**src/rtl/serial_wide_adder_pkg.sv**
```systemverilog
// Shared constants, state encoding and index-width helper for serial_wide_adder.
package serial_wide_adder_pkg;

  localparam int BYTE_W = 8;

  typedef enum logic [1:0] {
    IDLE = 2'd0,
    RUN  = 2'd1,
    DONE = 2'd2
  } state_t;

  // Byte-index width, never narrower than one bit so NBYTES=1 still builds.
  function automatic int idx_w(input int n);
    return (n <= 1) ? 1 : $clog2(n);
  endfunction

endpackage

```
**src/rtl/serial_wide_adder_adder8.sv**
```systemverilog
// The existing 8-bit ripple adder reused by serial_wide_adder, one byte per cycle.
module adder8 (
  input  logic [7:0] x,
  input  logic [7:0] y,
  input  logic       cin,
  output logic [7:0] sum,
  output logic       cout
);

  assign {cout, sum} = 9'(x) + 9'(y) + 9'(cin);

endmodule

```
**src/rtl/serial_wide_adder.sv**
```systemverilog
// NBYTES*8-bit adder built on one adder8, LSB byte first, carry registered between bytes.
// Define SERIAL_WIDE_ADDER_SUB_EN to add the 'sub' port (a - b via inverted b and carry-in 1).
//
// state | meaning
// IDLE  | waiting for start, ready=1
// RUN   | one byte per cycle through adder8, ready=0
// DONE  | result valid for one cycle, ready=1 (back-to-back start accepted)
module serial_wide_adder
  import serial_wide_adder_pkg::*;
#(
  parameter int NBYTES = 4
) (
  input  logic                     clk,
  input  logic                     rst,
  input  logic                     start,
  input  logic [BYTE_W*NBYTES-1:0] a,
  input  logic [BYTE_W*NBYTES-1:0] b,
  input  logic                     cin,
`ifdef SERIAL_WIDE_ADDER_SUB_EN
  input  logic                     sub,
`endif
  output logic                     ready,
  output logic                     done,
  output logic [BYTE_W*NBYTES-1:0] sum,
  output logic                     cout
);

  localparam int W  = BYTE_W * NBYTES;
  localparam int IW = idx_w(NBYTES);

  state_t          state;
  logic [W-1:0]    a_q;
  logic [W-1:0]    b_q;
  logic [W-1:0]    sum_q;
  logic [W-1:0]    sum_nxt;
  logic            carry_q;
  logic [IW-1:0]   idx;

  logic [W-1:0]    b_lat;
  logic            cin_lat;
  logic [7:0]      s8;
  logic            c8;
  logic            accept;
  logic            last;

  assign accept = start && ready;
  assign last   = (idx == IW'(NBYTES - 1));

  always_comb begin
    b_lat   = b;
    cin_lat = cin;
`ifdef SERIAL_WIDE_ADDER_SUB_EN
    if (sub) begin
      b_lat   = ~b;
      cin_lat = 1'b1;
    end
`endif
  end

  adder8 u_adder8 (
    .x    (a_q[7:0]),
    .y    (b_q[7:0]),
    .cin  (carry_q),
    .sum  (s8),
    .cout (c8)
  );

  // Working image including the byte produced this cycle; feeds the holding register on the last byte.
  always_comb begin
    sum_nxt = sum_q;
    sum_nxt[BYTE_W*idx +: BYTE_W] = s8;
  end

  always_ff @(posedge clk) begin
    if (rst) begin
      state   <= IDLE;
      ready   <= 1'b1;
      done    <= 1'b0;
      sum     <= '0;
      cout    <= 1'b0;
      a_q     <= '0;
      b_q     <= '0;
      sum_q   <= '0;
      carry_q <= 1'b0;
      idx     <= '0;
    end else begin
      case (state)
        IDLE, DONE: begin
          done <= 1'b0;
          if (accept) begin
            a_q     <= a;
            b_q     <= b_lat;
            carry_q <= cin_lat;
            idx     <= '0;
            state   <= RUN;
            ready   <= 1'b0;
          end else begin
            state <= IDLE;
            ready <= 1'b1;
          end
        end
        RUN: begin
          sum_q   <= sum_nxt;
          carry_q <= c8;
          a_q     <= a_q >> BYTE_W;
          b_q     <= b_q >> BYTE_W;
          idx     <= idx + IW'(1);
          if (last) begin
            state <= DONE;
            ready <= 1'b1;
            done  <= 1'b1;
            sum   <= sum_nxt;
            cout  <= c8;
          end
        end
        default: begin
          state <= IDLE;
          ready <= 1'b1;
          done  <= 1'b0;
        end
      endcase
    end
  end

endmodule

```
**config.mk**
```make
export PLATFORM = sky130hd
export DESIGN_NAME = serial_wide_adder
export DESIGN_NICKNAME = d
export VERILOG_FILES = /design/src/rtl/serial_wide_adder_pkg.sv /design/src/rtl/serial_wide_adder_adder8.sv /design/src/rtl/serial_wide_adder.sv
export SDC_FILE = /design/constraint.sdc
export NUM_CORES = 1
export LEC_CHECK = 0
export BUFFER_PORTS_ARGS = -buffer_cell sky130_fd_sc_hd__buf_2
export CORE_MARGIN = 3
export CORE_UTILIZATION = 53
export CTS_BUF_LIST = sky130_fd_sc_hd__clkbuf_8
export DETAILED_ROUTE_END_ITERATION = 16
export HOLD_SLACK_MARGIN = 0.1
export PLACE_DENSITY = 0.8
export SYNTH_ARGS = -nofsm -noshare
export SYNTH_HDL_FRONTEND = slang
export SYNTH_SLANG_ARGS = --single-unit
```
**constraint.sdc**
```tcl
create_clock -name clk -period 2.2 [get_ports clk]
set_input_delay 0.44 -clock clk [delete_from_list [all_inputs] [get_ports clk]]
set_output_delay 0.44 -clock clk [all_outputs]
set_load 0.1 [all_outputs]
```
; Yosys cells after proc, flatten, opt, wreduce, memory -nomap -nowiden
; Cells that the tools add are included.
; W data, S select, Z words.
[totals]
in_bits = 68
elab_cells = 44
regBits = 136
[classes]
bitwise = 1
eq_ne = 5
reduce_logical = 7
n_addsub = 4
n_shift = 2
mux = 15
[ops]
columns = cell, n
row1 = $pmux W32 S2, 2
row2 = $mux W32, 2
row3 = $neg A5 Y34, 1
row4 = $shift A8 B34 Y32 const A, 1
row5 = $shiftx A8 B34 Y32, 1
row6 = $bwmux W32, 1
row7 = $add A8 B8 Y9, 1
row8 = $add A9 B1 Y9, 1
row9 = $pmux W2 S2, 2
row10 = $eq A2 B2 Y1 const B, 2
row11 = $mux W1, 4
row12 = $mux W2, 2
row13 = $ne A2 B2 Y1 const B, 2
row14 = $pmux W1 S2, 2
row15 = $reduce_and A2 Y1, 2
row16 = $reduce_or A2 Y1, 2
row17 = $add A2 B1 Y2 const B, 1
row18 = $eq A2 B1 Y1 const B, 1
row19 = $logic_not A2 Y1, 1
row20 = $reduce_bool A2 Y1, 1
row21 = $logic_and A1 B1 Y1, 1
row22 = $not A1 Y1, 1

; Depth between registers and ports, before layout
[logic_depth]
word_depth = 4
ltp_mapped = 8
depth_no_buf = 6

; By module
; From an unflattened synthesis, not the netlist that was laid out.
[unflattened]
hier_cells = 673
hier_area_um2 = 5898.2
[modules_own_cells]
columns = mod, cells_each, area_each_um2, n_inst
row1 = serial_wide_adder, 631, 5566.6, 1
row2 = adder8, 42, 331.6, 1

; Least setup slack after synthesis
; Ideal clock, no wire load.
[synth_timing]
path_kind = flip-flop to flip-flop
startpoint = register a_q[0]
endpoint = register sum[14]
arrival_time_ns = 2.149
setup_slack_ns = -0.083
required_time_ns = 2.066
setup_time_ns = 0.134
synth_period_minus_slack_ns = 2.283
path_stages_with_launch = 7
path_cell_list = dfxtp_1 -> fa_1 -> fa_1 -> a21o_1 -> a221oi_4 -> mux2i_1 -> a211oi_2
[synth_between]
elab_chain_cells = 4
[synth_rtl]
columns = item, line
row1 = from (decl), serial_wide_adder.sv:32  ; logic [W-1:0] a_q;
row2 = from (signal assigned), serial_wide_adder.sv:105  ; a_q <= a_q >> BYTE_W;
row3 = $add A8 B8 Y9, serial_wide_adder_adder8.sv:10  ; assign {cout, sum} = 9'(x) + 9'(y) + 9'(cin);
row4 = $add A9 B1 Y9, serial_wide_adder_adder8.sv:10
row5 = $shiftx A8 B34 Y32, serial_wide_adder.sv:71  ; sum_nxt[BYTE_W*idx +: BYTE_W] = s8;
row6 = $bwmux W32, serial_wide_adder.sv:71
row7 = to (signal assigned), serial_wide_adder.sv:112  ; sum <= sum_nxt;
row8 = to (decl), serial_wide_adder.sv:24  ; output logic [BYTE_W*NBYTES-1:0] sum,
; Every way passes these cells.
; A chain may end at the register's enable or synchronous reset.

; Worst setup path in the final report
[layout_timing]
startpoint = register a_q[0]
endpoint = register sum[6]
; Same word-level chain as after synthesis.

==> impl_metrics.prom <==
# TYPE chip_impl_metric gauge
chip_impl_info{name="setup_repair_after_global_routing_missed_its_margin",value="yes"} 1
chip_impl_metric{name="num_antenna_cells",unit=""} 0
chip_impl_metric{name="grt_first_pass_wirelength",unit="mm"} 27.4
chip_impl_metric{name="pre_cts_setup_slack",unit="ps"} -79.3
chip_impl_metric{name="synth_seq_cells",unit=""} 136
chip_impl_metric{name="design.core.area",unit="sq mm"} 0.0111
chip_impl_metric{name="flow.area_growth_from_synthesis",unit="%"} 19.5
chip_impl_metric{name="gpl.final_weighted_congestion",unit=""} 0.944
chip_impl_info{name="end_kind",value="flop"} 1
chip_impl_metric{name="worst_pin_slew",unit="ps"} 657
chip_impl_metric{name="max_cap_viol_count",unit=""} 0
chip_impl_metric{name="synth.cell_area",unit="sq mm"} 0.00620
chip_impl_metric{name="layout_worst_path_cycle_share",unit="%"} 102
chip_impl_metric{name="synth.distinct_cells",unit=""} 46
chip_impl_metric{name="clkSlewWorstSetupHoldPaths",unit="ps"} 70
chip_impl_metric{name="detailed_place_hpwl",unit="mm"} 11.6
chip_impl_metric{name="internal-power",unit="W"} 0.00393
chip_impl_metric{name="finalSetupViolations",unit=""} 5
chip_impl_metric{name="fill_cells",unit=""} 963
chip_impl_metric{name="slew_violations",unit=""} 0
chip_impl_info{name="cts-root-buf",value="sky130_fd_sc_hd__clkbuf_8"} 1
chip_impl_info{name="setup.worst_path.start_class",value="flop"} 1
chip_impl_metric{name="synth_sequential_area_ratio",unit="%"} 43.9
chip_impl_metric{name="worst_slew_margin",unit="%"} 56.2
chip_impl_metric{name="grt-ovfl-total",unit=""} 0
chip_impl_info{name="synth.area.top_cells",value="sky130_fd_sc_hd__dfxtp_1, sky130_fd_sc_hd__nand2_1, sky130_fd_sc_hd__a311oi_1"} 1
chip_impl_metric{name="asyncSetResetFlopFracSynth",unit="%"} 0
chip_impl_metric{name="floorplan.die.width",unit="microns"} 114
chip_impl_info{name="holdCritPathClass",value="in -> reg"} 1
chip_impl_metric{name="max_freq",unit="MHz"} 446
chip_impl_metric{name="design.portCount",unit=""} 103
chip_impl_info{name="ys_top_cells_by_count",value="sky130_fd_sc_hd__nand2_1, sky130_fd_sc_hd__dfxtp_1, sky130_fd_sc_hd__nor2_1, sky130_fd_sc_hd__a21oi_1, sky130_fd_sc_hd__a311oi_1"} 1
chip_impl_metric{name="worst_clock_skew",unit="ps"} 8.37
chip_impl_metric{name="first_global_vias",unit=""} 5557
chip_impl_metric{name="p_sw",unit="W"} 0.00168
chip_impl_metric{name="antenna_found_initial",unit=""} 0
chip_impl_info{name="timing.setup.critical_path_class",value="reg -> reg"} 1
chip_impl_metric{name="critPathMaxFanout",unit=""} 7
chip_impl_metric{name="power.density",unit="mW/mm^2"} 757
chip_impl_metric{name="die-area",unit="sq mm"} 0.0130
chip_impl_metric{name="swShare",unit="%"} 29.9
chip_impl_metric{name="htreeDepth",unit=""} 4
chip_impl_metric{name="number_of_rows_created_at_floorplan",unit=""} 38
chip_impl_metric{name="drt-initial-drc-count",unit=""} 338
chip_impl_metric{name="total_leakage_power",unit="nW"} 2.97
chip_impl_metric{name="finish.net_count",unit=""} 930
chip_impl_metric{name="post-route-worst-setup-slack",unit="ps"} -42.0
chip_impl_metric{name="yosys_warnings",unit=""} 0
chip_impl_metric{name="drt-total-wl",unit="mm"} 16.8
chip_impl_metric{name="syn_nets",unit=""} 836
chip_impl_info{name="outcome",value="finished, violations left"} 1
chip_impl_metric{name="tritoncts.num_buffers",unit=""} 17
chip_impl_metric{name="track_usage",unit="%"} 26.4
chip_impl_metric{name="post_synth_inst_count",unit=""} 753
chip_impl_metric{name="die_height",unit="microns"} 114
chip_impl_info{name="synth-main-ff-cell",value="sky130_fd_sc_hd__dfxtp_1"} 1
chip_impl_metric{name="post-route-drc-count",unit=""} 0
chip_impl_metric{name="comb_power_share",unit="%"} 19.7
chip_impl_metric{name="clock_power_share",unit="%"} 31.7
chip_impl_metric{name="finalSetupTns",unit="ps"} -150
chip_impl_info{name="violations_in_the_final_reports",value="negative setup slack"} 1
chip_impl_metric{name="route.detailed.vias_per_inst",unit=""} 5.91
chip_impl_metric{name="grt_start_max_net_pins",unit=""} 130
chip_impl_metric{name="post_synth.cell_area_avg",unit="sq um"} 8.23
chip_impl_metric{name="drive_gt1_share",unit="%"} 22.4
chip_impl_metric{name="placement.io_buffers",unit=""} 102
chip_impl_metric{name="worst_ep_required_time",unit="ps"} 2510
chip_impl_metric{name="synth_enable_flop_cells",unit=""} 0
chip_impl_metric{name="start_util",unit="%"} 55.7
chip_impl_metric{name="final.min_clock_period",unit="ps"} 2240
chip_impl_metric{name="clock_sinks",unit=""} 136
chip_impl_metric{name="antenna_left",unit=""} 0
chip_impl_metric{name="finalHoldViolations",unit=""} 0
chip_impl_info{name="synth_most_common_cell",value="sky130_fd_sc_hd__nand2_1"} 1
chip_impl_metric{name="vdd_drop_max",unit="mV"} 0.479
chip_impl_metric{name="cts.path.max_buffers",unit=""} 2
chip_impl_info{name="netlist.top_cell.by_area",value="sky130_fd_sc_hd__dfxtp_1"} 1
chip_impl_metric{name="insertion_delay",unit="ps"} 450
chip_impl_metric{name="power_frac_seq",unit="%"} 48.5
chip_impl_metric{name="drt_pass1_iterations",unit=""} 5
chip_impl_info{name="cts_tree",value="yes"} 1
chip_impl_metric{name="worst-endpoint-arrival",unit="ps"} 2550
chip_impl_metric{name="synthDominantCellAreaShare",unit="%"} 43.9
chip_impl_metric{name="routed-via-count",unit=""} 5894
chip_impl_metric{name="route.detailed.wl_per_inst",unit="microns"} 16.8
==> power groups by stage <==
stage          Clock [W]  Combinational (W)  Sequential [W]
5_1_grt          0.00193            0.00122         0.00274
3_3_place_gp           0            0.00102         0.00277
3_5_place_dp           0            0.00105         0.00278
2_1_floorplan          0           0.000709         0.00276
4_1_cts          0.00181            0.00106         0.00272
6_report         0.00178            0.00111         0.00272
==> kinds of logic (layout without fill, tap and decap cells) <==
kind of cell | Yosys count | in the layout | share of synthesized area [%]
DFF | 136 | 136 | 43.9
and+or+nand+nor | 320 | 320 | 22.9
AOI/OAI and AO/OA | 204 | 204 | 23.7
xor gates and xnor gates | 3 | 3 | 0.424
buffers and inverters | 67 | 172 | 4.42
adders and majority gates | 15 | 15 | 3.27
muxes | 8 | 8 | 1.29
==> worst paths after layout <==
path	from	end	slack, ps	cells past startpoint
max	a_q[0]$_SDFFE_PP0P_	sum[6]$_SDFFE_PP0P_	-40	7
min reg2reg	sum_q[5]$_SDFFE_PP0P_	sum_q[5]$_SDFFE_PP0P_	470	2
max reg2reg	a_q[0]$_SDFFE_PP0P_	sum[6]$_SDFFE_PP0P_	-40	7
min	b[31]	b_q[31]$_SDFFE_PP0P_	220	3
==> area by class of cell <==
class                      count  area (sq um)  area share (%)
sequential                   136          2720            36.8
multi-input combinational    550          3320            44.8
clock inverter                 8          33.8           0.456
tap                          140           175            2.36
inverter                       8          30.0           0.405
timing repair buffer         134           820            11.1
clock buffer                  22           303            4.09
==> critical path: stages, from the launching register on <==
cell and delay (ps):
sky130_fd_sc_hd__dfxtp_2 340, sky130_fd_sc_hd__fa_2 410, sky130_fd_sc_hd__fa_2 370, sky130_fd_sc_hd__a21o_1 210
sky130_fd_sc_hd__a221oi_4 270, sky130_fd_sc_hd__buf_12 170, sky130_fd_sc_hd__mux2i_2 230, sky130_fd_sc_hd__a211oi_2 90
==> sequential cells by signal (all words and copies together), names as in the netlist <==
name and flops:
a_q 32, b_q 32, carry_q 1, cout 1, done 1, idx 2
ready 1, state 2, sum 32, sum_q 32
==> through the flow <==
step	utilization, %	total power, W	hold WS [ps]	instance area, sq um	cells
3_5_place_dp	62.3	0.00382	449	6930	964
4_1_cts	65.5	0.00559	200	7290	995
5_1_grt	66.6	0.00589	202	7410	998
3_3_place_gp	62.3	0.00379	437	6930	964
6_report	66.6	0.00561	221	7410	998
2_1_floorplan	-	0.00347	417	6200	753
==> repair_timing <==
item                                    CTS  global route
pin swaps                                 0             8
buffers inserted                          1             3
hold buffers                              0             0
endpoints found under the setup margin   16            41
gates resized for setup                   4            17
==> placed cells by master, fill, tap and decap left out, types with 13 or more instances in the layout <==
cell type	netlist	layout
sky130_fd_sc_hd__nand2_1	141	140
sky130_fd_sc_hd__dfxtp_1	136	135
sky130_fd_sc_hd__nor2_1	105	104
sky130_fd_sc_hd__buf_2	18	101
sky130_fd_sc_hd__a21oi_1	57	56
sky130_fd_sc_hd__a311oi_1	56	54
sky130_fd_sc_hd__a211oi_1	42	40
sky130_fd_sc_hd__buf_4	0	27
sky130_fd_sc_hd__nand3_1	23	23
sky130_fd_sc_hd__clkbuf_8	0	22
sky130_fd_sc_hd__inv_1	8	13
sky130_fd_sc_hd__a22oi_1	13	13
sky130_fd_sc_hd__ha_1	13	13
==> per-layer routing <==
| metal | routed length [microns] | global-route usage (%) | vias up |
|---|---|---|---|
| li1 | - | - | 2893 |
| met1 | 7290 | 33.7 | 2763 |
| met2 | 7990 | 41.5 | 200 |
| met3 | 989 | 7.29 | 38 |
| met4 | 524 | 12.3 | 0 |
| met5 | 0 | 0 | - |
No activity file was read; power rests on OpenSTA's default activity.
